## src/rtl/fp32_op_issuer.sv

```systemverilog
// ---------------------------------------------------------------------------
// fp32_op_issuer
//    Drives the rd/wr handshake of the FP32 add/sub unit. Requests from a
//    valid/ready producer are queued in a command FIFO and issued one at a
//    time. Each result is captured on the unit's wr pulse and returned in
//    order, together with its tag, through a result FIFO. A watchdog
//    synthesises an error result and halts the block if the unit stops
//    answering. Only reset leaves the halted state.
//
// Ports
//    clk, reset          clock, synchronous active-high reset
//    cmd_valid/ready     request handshake; cmd_x, cmd_y, cmd_op, cmd_tag
//    res_valid/ready     result handshake; res_z, res_tag, res_err
//    fpu_rd, fpu_op,     operand strobe (one cycle) and operands to the unit
//    fpu_x, fpu_y
//    fpu_z, fpu_wr       result word and one-cycle result pulse from the unit
//    busy                block not idle or commands still queued
//    timeout_err         sticky watchdog flag
// ---------------------------------------------------------------------------
module fp32_op_issuer #(
   parameter int CMD_DEPTH = 4,
   parameter int RES_DEPTH = 4,
   parameter int TAG_W     = 4,
   parameter int TIMEOUT   = 64
) (
   input  logic             clk,
   input  logic             reset,
   input  logic             cmd_valid,
   output logic             cmd_ready,
   input  logic [31:0]      cmd_x,
   input  logic [31:0]      cmd_y,
   input  logic             cmd_op,
   input  logic [TAG_W-1:0] cmd_tag,
   output logic             res_valid,
   input  logic             res_ready,
   output logic [31:0]      res_z,
   output logic [TAG_W-1:0] res_tag,
   output logic             res_err,
   output logic             fpu_rd,
   output logic             fpu_op,
   output logic [31:0]      fpu_x,
   output logic [31:0]      fpu_y,
   input  logic [31:0]      fpu_z,
   input  logic             fpu_wr,
   output logic             busy,
   output logic             timeout_err
);

   localparam int CMD_AW = $clog2(CMD_DEPTH);
   localparam int RES_AW = $clog2(RES_DEPTH);
   localparam int CMD_W  = 1 + TAG_W + 64;   // {op, tag, x, y}
   localparam int RES_W  = 32 + TAG_W + 1;   // {z, tag, err}
   localparam int WD_W   = $clog2(TIMEOUT);

   localparam logic [CMD_AW:0]   CMD_FULL     = (CMD_AW+1)'(CMD_DEPTH);
   localparam logic [RES_AW:0]   RES_FULL     = (RES_AW+1)'(RES_DEPTH);
   localparam logic [WD_W-1:0]   WDOG_LAST    = WD_W'(TIMEOUT - 1);
   localparam logic [31:0]       TIMEOUT_WORD = 32'h7FFF_FFFF;

   typedef enum logic [2:0] {IDLE, ISSUE, WAIT, GAP, HALT} state_t;

   state_t state_reg, state_next;

   // ---------------- command FIFO ----------------
   logic [CMD_W-1:0]  cmd_mem [CMD_DEPTH];
   logic [CMD_AW-1:0] cmd_wr_ptr_reg, cmd_rd_ptr_reg;
   logic [CMD_AW:0]   cmd_count_reg;
   logic              cmd_push, cmd_pop, cmd_empty;
   logic [CMD_W-1:0]  cmd_head;

   assign cmd_empty = (cmd_count_reg == '0);
   assign cmd_ready = (cmd_count_reg != CMD_FULL) && (state_reg != HALT);
   assign cmd_push  = cmd_valid && cmd_ready;
   assign cmd_head  = cmd_mem[cmd_rd_ptr_reg];

   always_ff @(posedge clk) begin
      if (cmd_push) begin
         cmd_mem[cmd_wr_ptr_reg] <= {cmd_op, cmd_tag, cmd_x, cmd_y};
      end
   end

   always_ff @(posedge clk) begin
      if (reset) begin
         cmd_wr_ptr_reg <= '0;
         cmd_rd_ptr_reg <= '0;
         cmd_count_reg  <= '0;
      end else begin
         if (cmd_push) cmd_wr_ptr_reg <= cmd_wr_ptr_reg + CMD_AW'(1);
         if (cmd_pop)  cmd_rd_ptr_reg <= cmd_rd_ptr_reg + CMD_AW'(1);
         cmd_count_reg <= cmd_count_reg + (CMD_AW+1)'(cmd_push) - (CMD_AW+1)'(cmd_pop);
      end
   end

   // ---------------- result FIFO ----------------
   logic [RES_W-1:0]  res_mem [RES_DEPTH];
   logic [RES_AW-1:0] res_wr_ptr_reg, res_rd_ptr_reg;
   logic [RES_AW:0]   res_count_reg;
   logic              res_push, res_pop;
   logic [RES_W-1:0]  res_push_data;
   logic [RES_W-1:0]  res_head;

   assign res_valid = (res_count_reg != '0);
   assign res_pop   = res_valid && res_ready;
   assign res_head  = res_mem[res_rd_ptr_reg];

   // Storage is not reset, so the read port is masked while empty to keep
   // res_z/res_tag/res_err at zero after reset.
   assign res_z   = res_valid ? res_head[RES_W-1 -: 32]   : '0;
   assign res_tag = res_valid ? res_head[TAG_W:1]          : '0;
   assign res_err = res_valid & res_head[0];

   always_ff @(posedge clk) begin
      if (res_push) begin
         res_mem[res_wr_ptr_reg] <= res_push_data;
      end
   end

   always_ff @(posedge clk) begin
      if (reset) begin
         res_wr_ptr_reg <= '0;
         res_rd_ptr_reg <= '0;
         res_count_reg  <= '0;
      end else begin
         if (res_push) res_wr_ptr_reg <= res_wr_ptr_reg + RES_AW'(1);
         if (res_pop)  res_rd_ptr_reg <= res_rd_ptr_reg + RES_AW'(1);
         res_count_reg <= res_count_reg + (RES_AW+1)'(res_push) - (RES_AW+1)'(res_pop);
      end
   end

   // ---------------- issue FSM ----------------
   logic [31:0]      fpu_x_reg, fpu_y_reg;
   logic             fpu_op_reg;
   logic [TAG_W-1:0] tag_reg;
   logic [WD_W-1:0]  wdog_reg;
   logic             timeout_err_reg;
   logic             wdog_expire;

   always_comb begin
      state_next    = state_reg;
      cmd_pop       = 1'b0;
      res_push      = 1'b0;
      res_push_data = '0;
      wdog_expire   = 1'b0;
      case (state_reg)
         IDLE: begin
            // Only one operation is ever outstanding, so a free result slot
            // at issue time is guaranteed to still be free when it returns.
            if (!cmd_empty && (res_count_reg != RES_FULL)) begin
               cmd_pop    = 1'b1;
               state_next = ISSUE;
            end
         end
         ISSUE: state_next = WAIT;
         WAIT: begin
            if (fpu_wr) begin
               res_push      = 1'b1;
               res_push_data = {fpu_z, tag_reg, 1'b0};
               state_next    = GAP;
            end else if (wdog_reg == WDOG_LAST) begin
               res_push      = 1'b1;
               res_push_data = {TIMEOUT_WORD, tag_reg, 1'b1};
               wdog_expire   = 1'b1;
               state_next    = HALT;
            end
         end
         // The unit spends the cycle after wr clearing it and ignores rd.
         GAP:     state_next = IDLE;
         HALT:    state_next = HALT;
         default: state_next = IDLE;
      endcase
   end

   always_ff @(posedge clk) begin
      if (reset) begin
         state_reg       <= IDLE;
         fpu_x_reg       <= '0;
         fpu_y_reg       <= '0;
         fpu_op_reg      <= 1'b0;
         tag_reg         <= '0;
         wdog_reg        <= '0;
         timeout_err_reg <= 1'b0;
      end else begin
         state_reg <= state_next;
         if (cmd_pop) begin
            {fpu_op_reg, tag_reg, fpu_x_reg, fpu_y_reg} <= cmd_head;
         end
         // Cleared while in ISSUE so it reads 0 in the first WAIT cycle.
         if (state_reg == ISSUE) begin
            wdog_reg <= '0;
         end else if (state_reg == WAIT) begin
            wdog_reg <= wdog_reg + WD_W'(1);
         end
         if (wdog_expire) timeout_err_reg <= 1'b1;
      end
   end

   assign fpu_rd      = (state_reg == ISSUE);
   assign fpu_x       = fpu_x_reg;
   assign fpu_y       = fpu_y_reg;
   assign fpu_op      = fpu_op_reg;
   assign timeout_err = timeout_err_reg;
   assign busy        = (state_reg != IDLE) || !cmd_empty;

endmodule

```

## config.mk

```make
export PLATFORM = sky130hd
export DESIGN_NAME = fp32_op_issuer
export DESIGN_NICKNAME = d
export VERILOG_FILES = /design/src/rtl/fp32_op_issuer.sv
export SDC_FILE = /design/constraint.sdc
export NUM_CORES = 1
export LEC_CHECK = 0
export CORE_ASPECT_RATIO = 1.2
export CORE_MARGIN = 3
export CORE_UTILIZATION = 39
export DETAILED_ROUTE_END_ITERATION = 12
export PLACE_DENSITY_LB_ADDON = 0.05
export SLEW_MARGIN = 20
export SYNTH_ARGS = -nofsm -noshare
export SYNTH_HDL_FRONTEND = slang
export SYNTH_SLANG_ARGS = --single-unit
```

## constraint.sdc

```tcl
create_clock -name clk -period 7 [get_ports clk]
set_input_delay 1.05 -clock clk [delete_from_list [all_inputs] [get_ports clk]]
set_output_delay 1.05 -clock clk [all_outputs]
set_load 0.005 [all_outputs]
```

==> results of run 1 <==
-- cells by family (layout without fill, tap and decap cells) --
group | Yosys count | count (layout)
flops | 519 | 519
simple gates | 278 | 278
compound gates | 119 | 119
buf+inv | 119 | 351
mux | 111 | 111
fa+ha+maj | 15 | 15
xor+xnor | 7 | 7
other cells | 0 | 2
-- worst reg2reg max path, cell delays in order, from the launching register on --
cell,delay [ns]
dfxtp_1,0.38
nor3_2,0.19
buf_4,0.81
nor3_1,0.18
ha_1,0.32
inv_1,0.06
ha_1,0.14
inv_1,0.05
fa_1,0.41
xor2_1,0.16
and2_1,0.16
nor3_1,0.13
-- worst paths after layout --
kind,from,endpoint,slack [ns],depth (start not counted)
setup / recovery,state_reg[2],busy,3.06,4
hold / removal,tag_reg[2],tag_reg[2],0.46,2
setup reg to reg,cmd_count_reg[1],cmd_count_reg[2],3.94,11
hold reg to reg,tag_reg[2],tag_reg[2],0.46,2
-- per-layer routing --
| metal | track usage (%) | part of all wire, % | up-vias |
|---|---|---|---|
| met3 | 3.60 | 5.3 | 90 |
| met1 | 22.8 | 41 | 5792 |
| li1 | - | - | 5045 |
| met4 | 5.78 | 2.4 | 12 |
| met5 | 0 | 0.21 | - |
| met2 | 31.2 | 51 | 283 |
-- placed cells by master, fill, tap and decap left out, types with 3 or more instances in the layout --
master,count
a21oi_1,38
and2_1,5
and2_2,4
and2_4,4
buf_4,22
clkbuf_1,26
clkbuf_16,53
clkdlybuf4s50_1,212
clkinv_1,8
clkinv_2,7
dfxtp_1,91
dfxtp_4,3
edfxtp_1,424
ha_1,13
inv_1,14
inv_2,4
mux2_1,3
mux4_2,106
nand2_1,109
nand4_1,70
nor2_1,15
nor2b_1,41
nor3_1,3
o311ai_1,70
o31ai_1,4
or3_1,3
xnor2_1,3
xor2_1,4
-- through the flow --
stage | setup slack [ns] | total power (uW) | cell area [sq um] | util [%]
after floorplan | 3.43 | 5740 | 20200 | -
after global placement | 2.84 | 7150 | 22900 | 45.2
after detailed placement | 2.84 | 7170 | 22900 | 45.2
after CTS | 3.01 | 9780 | 24500 | 48.3
after global routing | 2.89 | 10100 | 24500 | 48.3
final | 3.06 | 9610 | 24500 | 48.3
-- cell type report --
type	count	area [sq um]
clock inverter	19	120
antenna	2	5.00
multi-input combinational	530	5090
fill	4378	26200
clock buffer	80	1440
inverter	18	67.6
timing repair buffer	234	2290
tap	644	806
sequential	519	14600
-- power by group through the flow --
stage	registers [uW]	clock network, uW	logic, uW
2_1_floorplan	4040	0	1700
3_3_place_gp	4200	0	2950
3_5_place_dp	4210	0	2960
4_1_cts	4150	2660	2970
5_1_grt	4190	2780	3150
6_report	4130	2590	2900
==> results.sh, run 1 <==
export IMPL_status="finished clean"
export IMPL_portBuffers=212
export IMPL_seq_power_share_pct=43.0
export IMPL_hold_path_class="reg -> reg"
export IMPL_ir_worst_vdd_v=0.000261
export IMPL_largest_reg_flops=276
export IMPL_dieArea_sq_mm=0.0545
export IMPL_grt_pass1_vias=12000
export IMPL_fmax_mhz=254
export IMPL_clk_latency_ns=0.59
export IMPL_drc=0
export IMPL_avgRoutedWirePerCell_um=23.7
export IMPL_ys_ff_latch=519
export IMPL_critPathTopFamily="buffers and inverters"
export IMPL_synth_top_family_by_area="multiplexers"
export IMPL_synth_edf_count=424
export IMPL_period_share_pct=56.3
export IMPL_tns_ns=0
export IMPL_whs_ns=0.464
export IMPL_synth_xor_area_share_pct=0.304
export IMPL_gr_total_overflow=0
export IMPL_root_buffer="clkbuf_16"
export IMPL_switching_power_uw=2960
export IMPL_firstDrtPassIters=5
export IMPL_yosysSeqAreaShare_pct=72.6
export IMPL_grt_max_degree=75
export IMPL_synthAdderAreaFrac_pct=1.00
export IMPL_yosys_area_top_type_share_pct=63.1
export IMPL_path_cells="or3_4, buf_4, or2_1, clkdlybuf4s50_1"
export IMPL_grtUsageTotal_pct=18.0
export IMPL_synthTopCellsByCount="edfxtp_1, nand2_1, mux4_2, dfxtp_1, clkbuf_1"
export IMPL_pwr_share_clk_pct=26.9
export IMPL_core_area_sq_mm=0.0507
export IMPL_holdBufCountCts=0
export IMPL_synth_compound_area_share_pct=4.39
export IMPL_synth_most_common_cell="edfxtp_1"
export IMPL_p_sw_share_pct=30.7
export IMPL_reg_top3="cmd_mem (276), res_mem (148)"
export IMPL_p_comb_share_pct=30.1
export IMPL_crit_fanout=73
export IMPL_top_register="cmd_mem"
export IMPL_fp_dieH_um=255
export IMPL_antenna_found_initial=8
export IMPL_synthSimpleGateAreaFrac_pct=7.21
export IMPL_drive_gt1_share_pct=15.7
export IMPL_grt_first_pass_wirelength_mm=73.7
export IMPL_post_cts_buffers=0
export IMPL_numCtsBuffers=53
export IMPL_yosysWarnings=0
export IMPL_rsz0062_at_grt="no"
export IMPL_ant_nets=0
export IMPL_syn_cell_area_sq_mm=0.0202
export IMPL_cts_tree="yes"
export IMPL_worst_path_buf_inv=2
export IMPL_io_pins=213
export IMPL_yosys_top_cells_area="edfxtp_1, mux4_2, dfxtp_1"
export IMPL_cts_resized=0
export IMPL_min_period_ns=3.94
export IMPL_endpoint_kind="output pin"
export IMPL_fin_cells=2046
export IMPL_clk_pin_slew_ns=0.06
export IMPL_crit_type="reg -> out"
export IMPL_place_detailed_hpwl_mm=26.1
export IMPL_slew_headroom_pct=28.4
export IMPL_initial_core_util_pct=39.8
export IMPL_maxCapViolations=0
export IMPL_dp_cells=1945
export IMPL_placementRows=90
export IMPL_drv_slew=0
export IMPL_final_setup_viol_count=0
export IMPL_drt_iter0_markers=644
export IMPL_wl_mm=48.5
export IMPL_required_ns=5.95
export IMPL_synth_nets=1289
export IMPL_final_nets=1477
export IMPL_synth_cells=1168
export IMPL_max_stage_delay_ns=0.78
export IMPL_cp_arrival_ns=2.89
export IMPL_cts_sinks=519
export IMPL_avgViaCountPerCell=5.48
export IMPL_syn2layout_area_growth_pct=21.3
export IMPL_tightestPinTransition_ns=1.07
export IMPL_synth_main_ff_cell="edfxtp_1"
export IMPL_htreeDepth=2
export IMPL_synth_top_area_cell="edfxtp_1"
export IMPL_synthMuxAreaShare_pct=12.1
export IMPL_synth_distinct_cells=44
export IMPL_max_clock_path_buffers=3
export IMPL_syn_area_per_cell_sq_um=17.3
export IMPL_p_int_uw=6660
export IMPL_cp_slowest_cell="buf_4"
export IMPL_p_leak_uw=0.00808
export IMPL_startpoint_type="flop"
export IMPL_die_x_um=214
export IMPL_p_per_area_mw_per_mm2=393
export IMPL_via_count=11200
export IMPL_synthArstFlopShare_pct=0
export IMPL_clock_skew_ns=0.0213
export IMPL_gp_congestion=0.677
export IMPL_finalHoldViolCount=0
Power figures use the tool's default switching activity.
==> inputs of run 2 (changes only) <==
==> constraint.sdc (replaced) <==
create_clock -name clk -period 3.5 [get_ports clk]
set_input_delay 0.525 -clock clk [delete_from_list [all_inputs] [get_ports clk]]
set_output_delay 0.525 -clock clk [all_outputs]
set_load 0.005 [all_outputs]
==> run 2 against run 1 <==
Compared with the run above:
- core utilization rose by 0.78 points
- first-iteration DRC count fell by 19%
- register-to-register slack got worse by 3.1 ns
- critical endpoint is now res_z[13]
- sequential power rose by 99%
- clock-buffer cell count fell by 15
- power rose by 100%
- worst setup slack got worse by 2.5 ns
- clock power rose by 110%
- flip-flop and latch count did not move
- non-clock buffer count rose by 16
- final cell count rose by 0.73%
- critical path depth did not move
- critical path type unchanged
==> results.sh, run 2 (same netlist as run 1, synthesis figures left out) <==
export IMPL_finalHoldViolCount=0
export IMPL_gp_congestion=0.684
export IMPL_grt_max_degree=74
export IMPL_core_area_sq_mm=0.0507
export IMPL_firstDrtPassIters=4
export IMPL_required_ns=2.97
export IMPL_htreeDepth=2
export IMPL_min_period_ns=2.97
export IMPL_grtUsageTotal_pct=17.8
export IMPL_cts_resized=0
export IMPL_p_sw_share_pct=30.3
export IMPL_tns_ns=0
export IMPL_cts_tree="yes"
export IMPL_largest_reg_flops=276
export IMPL_wl_mm=48.4
export IMPL_cts_sinks=519
export IMPL_numCtsBuffers=53
export IMPL_via_count=11200
export IMPL_layout_commonest_cell="edfxtp_1"
export IMPL_syn2layout_area_growth_pct=23.2
export IMPL_switching_power_uw=5950
export IMPL_root_buffer="clkbuf_16"
export IMPL_p_leak_uw=0.00826
export IMPL_post_cts_buffers=0
export IMPL_pwr_share_clk_pct=27.7
export IMPL_top_register="cmd_mem"
export IMPL_p_per_area_mw_per_mm2=789
export IMPL_io_pins=213
export IMPL_avgViaCountPerCell=5.43
export IMPL_fp_dieH_um=255
export IMPL_final_area_sq_mm=0.0249
export IMPL_slew_headroom_pct=31.5
export IMPL_cp_arrival_ns=2.45
export IMPL_placementRows=90
export IMPL_fin_cells=2061
export IMPL_layout_common_cells="edfxtp_1, clkdlybuf4s50_1, nand2_1, mux4_2, dfxtp_1"
export IMPL_crit_type="reg -> out"
export IMPL_clk_pin_slew_ns=0.06
export IMPL_gr_total_overflow=0
export IMPL_maxCapViolations=0
export IMPL_final_nets=1493
export IMPL_place_area_sq_mm=0.0232
export IMPL_finalPower_uw=19600
export IMPL_nFillCells=4253
export IMPL_p_comb_share_pct=30.4
export IMPL_ant_nets=0
export IMPL_max_clock_path_buffers=3
export IMPL_clock_skew_ns=0.0150
export IMPL_drive_gt1_share_pct=17.5
export IMPL_rsz0062_at_grt="no"
export IMPL_die_x_um=214
export IMPL_place_detailed_hpwl_mm=28.0
export IMPL_startpoint_type="flop"
export IMPL_antenna_found_initial=7
export IMPL_drt_iter0_markers=521
export IMPL_holdBufCountCts=0
export IMPL_final_setup_viol_count=0
export IMPL_crit_fanout=37
export IMPL_ir_worst_vdd_v=0.000706
export IMPL_dp_cells=1960
export IMPL_status="finished clean"
export IMPL_grt_pass1_vias=11800
export IMPL_initial_core_util_pct=39.8
export IMPL_tightestPinTransition_ns=1.03
export IMPL_drv_slew=0
export IMPL_seq_power_share_pct=41.9
export IMPL_reg_top3="cmd_mem (276), res_mem (148)"
export IMPL_endpoint_kind="output pin"
export IMPL_avgRoutedWirePerCell_um=23.5
export IMPL_drc=0
export IMPL_fmax_mhz=337
export IMPL_grt_first_pass_wirelength_mm=73.1
export IMPL_period_share_pct=84.9
export IMPL_portBuffers=212
export IMPL_dieArea_sq_mm=0.0545
export IMPL_hold_path_class="reg -> reg"
export IMPL_p_int_uw=13700
export IMPL_clk_latency_ns=0.59
run 2: cell types whose count changed in the layout (fill, tap and decap cells not counted), sizes merged:
cell / change
buf: +16
bufinv: +3
clkbuf: -15
clkinv: +11
clkinvlp: +3
diode: -1
inv: -2
run 2: final cells by class:
type | count | area [sq um] | area share, %
inverters | 18 | 67.6 | 0.272
well taps | 644 | 806 | 3.24
diodes | 1 | 2.50 | 0.0101
clock buffers | 65 | 1390 | 5.60
multi-input cells | 530 | 5090 | 20.5
flip-flops and latches | 519 | 14600 | 58.9
repair buffers | 250 | 2570 | 10.3
clock inverters | 34 | 283 | 1.14
run 2: worst paths after layout:
kind | start | slack (ns) | cells past startpoint | end
max | flop | 0.53 | 4 | res_z[13]
min | fpu_y[4] | 0.46 | 2 | fpu_y[4]
max reg2reg | state_reg[2] | 0.89 | 10 | cmd_count_reg[2]
min reg2reg | fpu_y[4] | 0.46 | 2 | fpu_y[4]
run 2: metal layers:
metal / wire length [um] / vias up / part of all wire, % / GRT usage [%]
met5: 67 / - / 0.14 / 0
met4: 946 / 10 / 2.0 / 4.36
met3: 2480 / 71 / 5.1 / 4.33
met2: 24600 / 230 / 51 / 31.1
met1: 20300 / 5814 / 42 / 22.3
li1: - / 5075 / - / -
run 2: critical path, cell delays in order, from the launching register on:
cell             delay, ns
dfxtp_2               0.34
buf_12                0.31
mux4_2                0.54
nor2b_1               0.16
clkdlybuf4s50_1       0.49
run 2: power by group through the flow:
stage                     registers, uW  logic (uW)  clock network [uW]
final                              8210        5970                5420
after global routing               8330        6500                5830
after CTS                          8330        6010                5600
after detailed placement           8450        5990                   0
after global placement             8440        5990                   0
after floorplan                    8090        3400                   0
run 2: stage by stage:
stage | setup WS, ns | util, % | hold WS, ns
after CTS | 0.428 | 49.0 | 0.464
after global placement | 0.646 | 45.7 | 0.450
after global routing | 0.406 | 49.1 | 0.482
after detailed placement | 0.664 | 45.7 | 0.454
final | 0.528 | 49.1 | 0.462
after floorplan | 0.331 | - | 0.438
==> inputs of run 3 (changes only) <==
==> constraint.sdc (replaced) <==
create_clock -name clk -period 2.5 [get_ports clk]
set_input_delay 0.375 -clock clk [delete_from_list [all_inputs] [get_ports clk]]
set_output_delay 0.375 -clock clk [all_outputs]
set_load 0.005 [all_outputs]
==> run 3 against run 2 <==
Compared with the run above:
- via count is 2.1% higher
- global-route usage is 1.1 points higher
- final cell count is 1.6% higher
- flip-flop and latch count stayed put
- design area is 2.6% higher
- hold slack worse by 0.049 ns
==> results.sh, run 3 (same netlist as run 1, synthesis figures left out) <==
export IMPL_status="finished clean"
export IMPL_ir_worst_vdd_v=0.000767
export IMPL_final_setup_viol_count=0
export IMPL_numCtsBuffers=52
export IMPL_ant_nets=0
export IMPL_max_stage_delay_ns=0.49
export IMPL_worst_path_buf_inv=4
export IMPL_place_detailed_hpwl_mm=28.7
export IMPL_required_ns=2.12
export IMPL_htreeDepth=2
export IMPL_fmax_mhz=402
export IMPL_largest_reg_flops=276
export IMPL_startpoint_type="flop"
export IMPL_avgRoutedWirePerCell_um=24.3
export IMPL_period_share_pct=99.5
export IMPL_clk_latency_ns=0.60
export IMPL_max_clock_path_buffers=3
export IMPL_grt_max_degree=74
export IMPL_finalHoldViolCount=0
export IMPL_cts_sinks=519
export IMPL_portBuffers=212
export IMPL_grtUsageTotal_pct=18.8
export IMPL_maxCapViolations=0
export IMPL_holdBufCountCts=0
export IMPL_clk_pin_slew_ns=0.06
export IMPL_layout_commonest_cell="edfxtp_1"
export IMPL_p_leak_uw=0.00868
export IMPL_layout_common_cells="edfxtp_1, clkdlybuf4s50_1, nand2_1, mux4_2, dfxtp_1"
export IMPL_final_util_pct=50.3
export IMPL_fp_dieH_um=255
export IMPL_p_per_area_mw_per_mm2=1120
export IMPL_cp_slowest_cell="mux4_2"
export IMPL_top_register="cmd_mem"
export IMPL_drive_gt1_share_pct=23.2
export IMPL_gr_total_overflow=0
export IMPL_grt_pass1_vias=12200
export IMPL_io_pins=213
export IMPL_setup_slack_ns=0.0119
export IMPL_min_period_ns=2.49
export IMPL_clock_skew_ns=0.0223
export IMPL_wl_mm=50.8
export IMPL_placementRows=90
export IMPL_crit_type="reg -> out"
export IMPL_die_x_um=214
export IMPL_drv_slew=0
export IMPL_endpoint_kind="output pin"
export IMPL_final_nets=1527
export IMPL_tightestPinTransition_ns=1.07
export IMPL_final_area_sq_mm=0.0255
export IMPL_initial_core_util_pct=39.8
export IMPL_dp_cells=1981
export IMPL_syn2layout_area_growth_pct=26.4
export IMPL_core_area_sq_mm=0.0507
export IMPL_firstDrtPassIters=5
export IMPL_root_buffer="clkbuf_16"
export IMPL_reg_top3="cmd_mem (276), res_mem (148)"
export IMPL_drt_iter0_markers=637
export IMPL_slew_headroom_pct=28.6
export IMPL_rsz0062_at_grt="yes"
export IMPL_nFillCells=4317
export IMPL_grt_first_pass_wirelength_mm=76.7
export IMPL_drc=0
export IMPL_critPathTopFamily="buffers and inverters"
export IMPL_dp_slack_ns=-0.202
export IMPL_avgViaCountPerCell=5.46
export IMPL_via_count=11400
export IMPL_antenna_found_initial=8
export IMPL_path_cells="buf_12, buf_16, buf_6, mux4_2, nor2b_1, buf_2"
export IMPL_hold_path_class="in -> reg"
export IMPL_dieArea_sq_mm=0.0545
export IMPL_fin_cells=2095
export IMPL_gp_congestion=0.713
export IMPL_cp_arrival_ns=2.11
export IMPL_place_area_sq_mm=0.0235
export IMPL_cts_tree="yes"
export IMPL_crit_fanout=6
run 3: cell types whose count changed in the layout (fill, tap and decap cells not counted), moves of 5 or more:
cell / previous run / this run
buf_4: 25 / 30
clkdlybuf4s50_1: 212 / 173
buf_2: 0 / 19
clkbuf_8: 0 / 10
clkbuf_2: 0 / 10
buf_6: 0 / 6
buf_12: 13 / 32
dfxtp_1: 91 / 85
clkbuf_1: 11 / 6
nor2b_1: 41 / 36
run 3: cell type report:
cell class | instances | area, sq um | area share (%)
Clock buffer | 68 | 1460 | 5.73
Tap cell | 644 | 806 | 3.16
Antenna cell | 3 | 7.51 | 0.0294
Multi-Input combinational cell | 530 | 5170 | 20.3
Inverter | 18 | 67.6 | 0.265
Sequential cell | 519 | 14700 | 57.5
Clock inverter | 28 | 278 | 1.09
Timing Repair Buffer | 285 | 3040 | 11.9
run 3: final timing paths:
path | cells after the start | start | slack, ns | endpoint
max | 6 | flop | 0.01 | res_z[28]
min reg2reg | 2 | timeout_err | 0.45 | timeout_err
max reg2reg | 11 | state_reg[2] | 0.06 | cmd_count_reg[2]
min | 1 | cmd_y[17] | 0.41 | cmd_mem[1][17]
run 3: routing by layer:
| metal | wire length [um] | vias to the layer above | track usage (%) |
|---|---|---|---|
| met3 | 2900 | 81 | 3.74 |
| met2 | 25800 | 280 | 32.4 |
| met4 | 1230 | 8 | 5.63 |
| li1 | - | 5161 | - |
| met1 | 20800 | 5909 | 24.4 |
| met5 | 57 | - | 0 |
run 3: what timing repair did:
action / CTS / global route
setup buffers: 13 / 1
cloned: 5 / 0
gates resized for setup: 145 / 27
endpoints found under the setup margin: 39 / 35
pin swaps: 1 / 1
run 3: power breakdown:
group          total (uW)  leakage (uW)  switching (uW)  internal (uW)
sequential          11500       0.00465             807          10700
combinational        9220       0.00318            4730           4500
clock                7870      0.000854            3250           4620
run 3: metrics by stage:
| step | total power (uW) | TNS [ns] | hold WS [ns] |
|---|---|---|---|
| 2_1_floorplan | 16100 | 0 | 0.438 |
| 4_1_cts | 29100 | -0.988 | 0.380 |
| 5_1_grt | 30100 | -0.813 | 0.406 |
| 3_5_place_dp | 20700 | -0.394 | 0.446 |
| 6_report | 28600 | 0 | 0.413 |
| 3_3_place_gp | 20600 | -0.330 | 0.447 |
